## src/rtl/stopwatch_if.sv

```systemverilog
// stopwatch_if: control inputs and display outputs of stopwatch_ctrl.
// master drives the buttons and tick; slave is the stopwatch itself.
interface stopwatch_if;
    logic        tick;
    logic        btn_ss;
    logic        btn_clr;
    logic        btn_lap;
    logic [15:0] disp;
    logic [1:0]  state;
    logic        running;
    logic        ovf;

    modport master (
        output tick, btn_ss, btn_clr, btn_lap,
        input  disp, state, running, ovf
    );

    modport slave (
        input  tick, btn_ss, btn_clr, btn_lap,
        output disp, state, running, ovf
    );
endinterface

```

## src/rtl/stopwatch_ctrl.sv

```systemverilog
// stopwatch_ctrl: four-digit BCD stopwatch with start/stop, clear and optional lap hold.
// Define STOPWATCH_LAP_EN to build in the lap register and the LAP state.
module stopwatch_ctrl (
    input logic        clk,
    input logic        rstn,
    stopwatch_if.slave sw
);
`ifdef STOPWATCH_LAP_EN
    typedef enum logic [1:0] {IDLE = 2'b00, RUN = 2'b01, PAUSE = 2'b10, LAP = 2'b11} state_t;
`else
    typedef enum logic [1:0] {IDLE = 2'b00, RUN = 2'b01, PAUSE = 2'b10} state_t;
`endif
    state_t      st, st_nx;
    logic [15:0] cnt, cnt_inc;
    logic        wrap, counting, run_st;

    // RUN and LAP are the only encodings with bit 0 set
    assign run_st   = st[0];
    assign counting = run_st && sw.tick;

    always_comb begin
        logic carry;
        carry = 1'b1;
        cnt_inc = cnt;
        for (int i = 0; i < 4; i++) begin
            cnt_inc[i*4 +: 4] = carry ? (cnt[i*4 +: 4] == 4'd9 ? 4'd0 : cnt[i*4 +: 4] + 4'd1) : cnt[i*4 +: 4];
            carry = carry && (cnt[i*4 +: 4] == 4'd9);
        end
        wrap = carry;
    end

    always_comb begin
        st_nx = st;
        if (sw.btn_clr)
            st_nx = IDLE;
        else if (sw.btn_ss)
            st_nx = run_st ? PAUSE : RUN;
`ifdef STOPWATCH_LAP_EN
        else if (sw.btn_lap)
            st_nx = st == RUN ? LAP : st == LAP ? RUN : st;
`endif
    end

    always_ff @(posedge clk or negedge rstn) begin
        if (!rstn) begin
            st     <= IDLE;
            cnt    <= 16'h0000;
            sw.ovf <= 1'b0;
        end else begin
            st     <= st_nx;
            cnt    <= sw.btn_clr ? 16'h0000 : counting ? cnt_inc : cnt;
            sw.ovf <= !sw.btn_clr && counting && wrap;
        end
    end

`ifdef STOPWATCH_LAP_EN
    logic [15:0] lap_q;

    // Capture the count as it stands before this edge's increment
    always_ff @(posedge clk or negedge rstn) begin
        if (!rstn)
            lap_q <= 16'h0000;
        else if (!sw.btn_clr && !sw.btn_ss && sw.btn_lap && st == RUN)
            lap_q <= cnt;
    end

    assign sw.disp = st == LAP ? lap_q : cnt;
`else
    logic unused_lap;
    assign unused_lap = sw.btn_lap;
    assign sw.disp    = cnt;
`endif

    assign sw.state   = st;
    assign sw.running = run_st;
endmodule

```

## src/flat_wrapper.sv

```systemverilog
// flat-port wrapper written by rule: the top's interface ports become plain ports
module stopwatch_ctrl_flat 
  (clk, rstn, sw_tick, sw_btn_ss, sw_btn_clr, sw_btn_lap, sw_disp, sw_state, sw_running, sw_ovf);
  stopwatch_if sw_i ();
  input logic clk;
  input logic rstn;
  input wire logic [$bits(sw_i.tick)-1:0] sw_tick;
  input wire logic [$bits(sw_i.btn_ss)-1:0] sw_btn_ss;
  input wire logic [$bits(sw_i.btn_clr)-1:0] sw_btn_clr;
  input wire logic [$bits(sw_i.btn_lap)-1:0] sw_btn_lap;
  output wire logic [$bits(sw_i.disp)-1:0] sw_disp;
  output wire logic [$bits(sw_i.state)-1:0] sw_state;
  output wire logic [$bits(sw_i.running)-1:0] sw_running;
  output wire logic [$bits(sw_i.ovf)-1:0] sw_ovf;
  assign sw_i.tick = sw_tick;
  assign sw_i.btn_ss = sw_btn_ss;
  assign sw_i.btn_clr = sw_btn_clr;
  assign sw_i.btn_lap = sw_btn_lap;
  assign sw_disp = sw_i.disp;
  assign sw_state = sw_i.state;
  assign sw_running = sw_i.running;
  assign sw_ovf = sw_i.ovf;
  stopwatch_ctrl u_core (.clk(clk), .rstn(rstn), .sw(sw_i));
endmodule
```

## config.mk

```make
export PLATFORM = sky130hd
export DESIGN_NAME = stopwatch_ctrl_flat
export DESIGN_NICKNAME = d
export VERILOG_FILES = /design/src/rtl/stopwatch_if.sv /design/src/rtl/stopwatch_ctrl.sv /design/src/flat_wrapper.sv
export SDC_FILE = /design/constraint.sdc
export NUM_CORES = 1
export LEC_CHECK = 0
export BUFFER_PORTS_ARGS = -buffer_cell sky130_fd_sc_hd__buf_2
export CAP_MARGIN = 20
export CORE_ASPECT_RATIO = 1.25
export CORE_MARGIN = 5
export CORE_UTILIZATION = 55
export CTS_CLUSTER_DIAMETER = 40
export DETAILED_ROUTE_END_ITERATION = 10
export GPL_TIMING_DRIVEN = 0
export PLACE_DENSITY = 0.88
export SLEW_MARGIN = 25
export SYNTH_ARGS = -nofsm -noshare
export SYNTH_HDL_FRONTEND = slang
export SYNTH_SLANG_ARGS = --single-unit
```

## constraint.sdc

```tcl
create_clock -name clk -period 3.5 [get_ports clk]
set_input_delay 0.35 -clock clk [delete_from_list [all_inputs] [get_ports clk]]
set_output_delay 0.35 -clock clk [all_outputs]
set_load 0.01 [all_outputs]
```

* After elaboration in Yosys (flattened, before gate mapping)
Index checks and enable logic that the tools add are counted.
Operators by class: $add $sub $neg 4, equality and inequality tests 4, muxes and demuxes 12, reductions and logical operators 15
Operators with widths (number):
- two-way mux 16 bit | 2
- two-way mux 4 bit | 7
- adder 4 x 1 -> 4 bit, second input constant | 4
- equality test 4 bit, second input constant | 4
- nonzero test 2 bit | 5
- logical AND 1 bit | 6
- two-way mux 2 bit | 3
- AND reduction 2 bit | 3
- zero test 1 bit | 1
Storage, ports and cells: input bits 6, output and inout port bits 20, word-level logic and storage cells 41, register bits after elaboration 19

* Logic depth before layout (Yosys ltp)
word-level depth 6, gate-level depth with buffers 7, gate-level depth less buffers 6

* Worst setup path after synthesis
Ideal clock, no wire load.
path type reg-to-reg, from register u_core.cnt[1], in the netlist u_core.sw.disp[1], to register u_core.cnt[11], in the netlist u_core.sw.disp[11], arrival 1.616 ns, library setup time 0.080 ns, slack 1.804 ns, stages on the path, launching flop included 8, data required time 3.420 ns, cell sequence dfrtp_1 inv_1 ha_1 and3b_1 buf_6 a31oi_4 or4_4 o211ai_2
On the way: word-level cells in the longest chain between the ends 4
RTL lines:
- from (decl) | RTL line stopwatch_ctrl.sv:14 | logic [15:0] cnt, cnt_inc;
- from (signal assigned) | RTL line stopwatch_ctrl.sv:51 | cnt <= sw.btn_clr ? 16'h0000 : counting ? cnt_inc : cnt;
- equality test 4 bit | RTL line stopwatch_ctrl.sv:27 | carry = carry && (cnt[i*4 +: 4] == 4'd9);
- logical AND 1 bit | RTL line stopwatch_ctrl.sv:27
- nonzero test 2 bit (no line)
- AND reduction 2 bit (no line)
Every way passes these cells. A chain may end at the register's enable or synchronous reset.

* Worst setup path in the final report
from register u_core.cnt[9], in the netlist u_core.sw.disp[9], to register u_core.cnt[14], in the netlist u_core.sw.disp[14]
The elaborated chain is that of the path after synthesis.

==> results.yml <==
worst_setup_path:
  max_stage_delay_ns: 0.56
  worst-path-buf-inv: 1
  critical_path_cell_count: 6
  r2r_cells: 6
  worst_ep_arrival_time_ns: 2.03
  crit_type: "flip-flop to flip-flop"
  crit_chain: "inv_1 -> ha_1 -> nand3b_1 -> nor4_1 -> a21oi_1 -> a31o_2"
  critical_path.endpoint_type: "flip-flop"
  crit_family: "simple AND/OR/NAND/NOR gates"
  reg2reg_from: "u_core.sw.disp[9]$_DFFE_PN0P_"
  slowest_stage: "nor4_1"
  start_kind: "flip-flop"
  timing.rr.end: "u_core.sw.disp[14]$_DFFE_PN0P_"
  critPathLaunch: "u_core.sw.disp[9]$_DFFE_PN0P_"
  cp.required_ns: 3.69
  cp_max_fo: 5
  reg2reg_slack_ns: 1.66
  endpoint: "u_core.sw.disp[14]$_DFFE_PN0P_"
clock_network:
  cts_tree: "done"
  htree_levels: 1
  cts.path.max_buffers: 2
  cts.reportedPaths.clkPinSlew_ns: 0.11
  cts.sinks: 19
  cts_root_buf: "clkbuf_4"
  cts_resized: 0
  cts_buffers: 3
  clk_latency_ns: 0.30
timing:
  period_share_pct: 52.7
  worst_pin_slew_ns: 0.567
  relSlewSlack_pct: 61.9
  fmax_ghz: 0.543
  setup_tns_ns: 0
  fin_skew_ns: 0.00985
  maxSlewViolCount: 0
  period_minus_slack_ns: 1.84
  hold_viol: 0
  grt_setup_unrepaired: "false"
  finalSetupViolCount: 0
grt:
  grt-ovfl-total: 0
  grt_pass1_vias: 899
  grt_usage_pct: 16.8
  grt_max_degree: 20
  antenna_found_initial: 0
  grt_pass1_wl_um: 3920
placement:
  io_buffers: 24
  place_area_um2: 1260
  place_congestion: 0.765
  post-dp-hpwl_um: 1710
route:
  maxUsedRoutingLayer: "met4"
  dr_wl_met2_um: 1210
  drc: 0
  drt-wirelength-per-cell_um: 14.0
  wl_met1_um: 883
  num_vias: 926
  route.met3.wl_um: 100
  ant_nets: 0
  routed_wl_um: 2230
  drt_first_pass_iters: 4
  drt_first_iter_violations: 11
  via_per_inst: 5.82
floorplan:
  initial_utilization_pct: 56.8
  core_area_um2: 1960
  die_y_um: 60.3
  fp-row-count: 18
  fp.dieW_um: 50.2
  io_pins: 26
  die_area_um2: 3030
synth:
  yosys_warnings: 0
  synth.net_count: 124
  yosysSeqAreaShare_pct: 42.7
  ys_ff_latch: 19
  synth_edf_count: 0
  synth-main-ff-cell: "dfrtp_1"
  synthArstFlopShare_pct: 100
  synth_area_per_cell_um2: 10.1
  syn_inst: 110
  syn-cell-area_um2: 1110
  ys_types: 37
pwr:
  cellPowerDensity_nw_per_um2: 348
  p_leak_nw: 0.668
  vdd_drop_max_mv: 0.200
hold_path:
  min_path_type: "primary input to flip-flop"
final_layout:
  fill_cells: 171
  final_area_um2: 1290
  area_growth_pct: 16.4
  diodes: 0
  nets: 154
  drive_gt1_share_pct: 28.8
status:
  status: "complete, no violations"
run:
  maxCapViolCount: 0
[through the flow]
step                instances  util (%)  hold slack, ns  total power [mW]  setup WS [ns]
floorplan                 110         -          0.0544             0.310           1.80
global placement          154      64.2           0.306             0.341           1.79
detailed placement        154      64.2           0.306             0.346           1.72
CTS                       159      66.1           0.339             0.455           1.69
global route              159      66.1           0.346             0.480           1.52
finish                    159      66.1           0.336             0.451           1.66
[layout make-up]
type	count	area, um2	area share [%]
multi-input cells	81	581	44.8
repair buffers	25	130	10.0
inverters	4	15.0	1.16
clock buffers	3	22.5	1.74
plain buffers	6	41.3	3.19
well taps	20	25.0	1.93
clock inverters	1	5.00	0.386
flip-flops and latches	19	475	36.7
[sequential cells by signal, indices dropped and copies added (netlist names)]
register and cells:
u_core.sw.disp 16, u_core.sw.state 2, u_core.sw.ovf 1
[worst reg2reg max path: cells and delay by family, from the launching register on]
kind                       cells  cell delay (ns)
buffers and inverters          1             0.07
DFF                            1             0.43
adders and majority gates      1             0.15
AOI/OAI and AO/OA              2             0.38
and+or+nand+nor                2             0.70
[routing by layer]
layer,GRT usage (%),vias up
met3,3.24,5
met2,29.6,20
met5,0,-
met4,8.24,0
met1,19.3,446
li1,-,455
[synthesized netlist by cell type (all sizes together) (2+ instances only)]
master	number	area (um2)
dfrtp	19	475
nand2	12	45.0
a21oi	9	48.8
ha	8	100
nor2	5	18.8
nor3	5	25.0
and3b	4	35.0
buf	4	33.8
inv	4	15.0
o21ai	4	20.0
or3	4	25.0
nand3	3	15.0
a21o	2	15.0
a31o	2	17.5
clkbuf	2	7.51
nand2b	2	12.5
nand3b	2	15.0
nor4	2	12.5
[logic make-up after synthesis]
kind of cell,count (synthesis),synth area share (%)
AOI/OAI and AO/OA,25,16.8
xor gates and xnor gates,1,0.788
adders and majority gates,8,9.00
buffers and inverters,10,5.06
DFF,19,42.7
muxes,1,0.900
and+or+nand+nor,46,24.7
[timing repair]
item,in CTS,in global routing
buffers inserted,0,0
hold buffers,1,0
hold endpoints to repair,19,0
[worst min-delay path by stage]
stage,to,depth (start not counted),startpoint,slack (ns)
after floorplan,u_core.sw.disp[0]$_DFFE_PN0P_,0,rstn,0.05
after global placement,u_core.sw.disp[6]$_DFFE_PN0P_,1,rstn,0.31
after detailed placement,u_core.sw.disp[7]$_DFFE_PN0P_,1,rstn,0.31
after CTS,u_core.sw.state[0]$_DFFE_PN0P_,3,sw_btn_ss,0.34
after global routing,u_core.sw.state[0]$_DFFE_PN0P_,3,sw_btn_ss,0.35
final,u_core.sw.state[0]$_DFFE_PN0P_,3,sw_btn_ss,0.34
[cell usage in the layout, fill, tap and decap left out, types with 2 or more instances in the layout]
cell and count:
nor4_1 2, nor2_1 5, clkbuf_4 3, dfrtp_1 19, or3_1 4, o21ai_0 4, inv_1 4, ha_1 8
clkbuf_1 2, nand2b_1 2, and3b_1 4, nand2_1 12, nand3_1 3, a31o_2 2, buf_2 24, a21oi_1 8
a21o_1 2, buf_4 3, nand3b_1 2, nor3_1 5
[report_power, final]
group	switching, mW	total [mW]	internal [mW]
clock	0.0670	0.110	0.0426
sequential	0.0207	0.255	0.234
combinational	0.0479	0.0865	0.0386
Power figures use the tool's default switching activity.
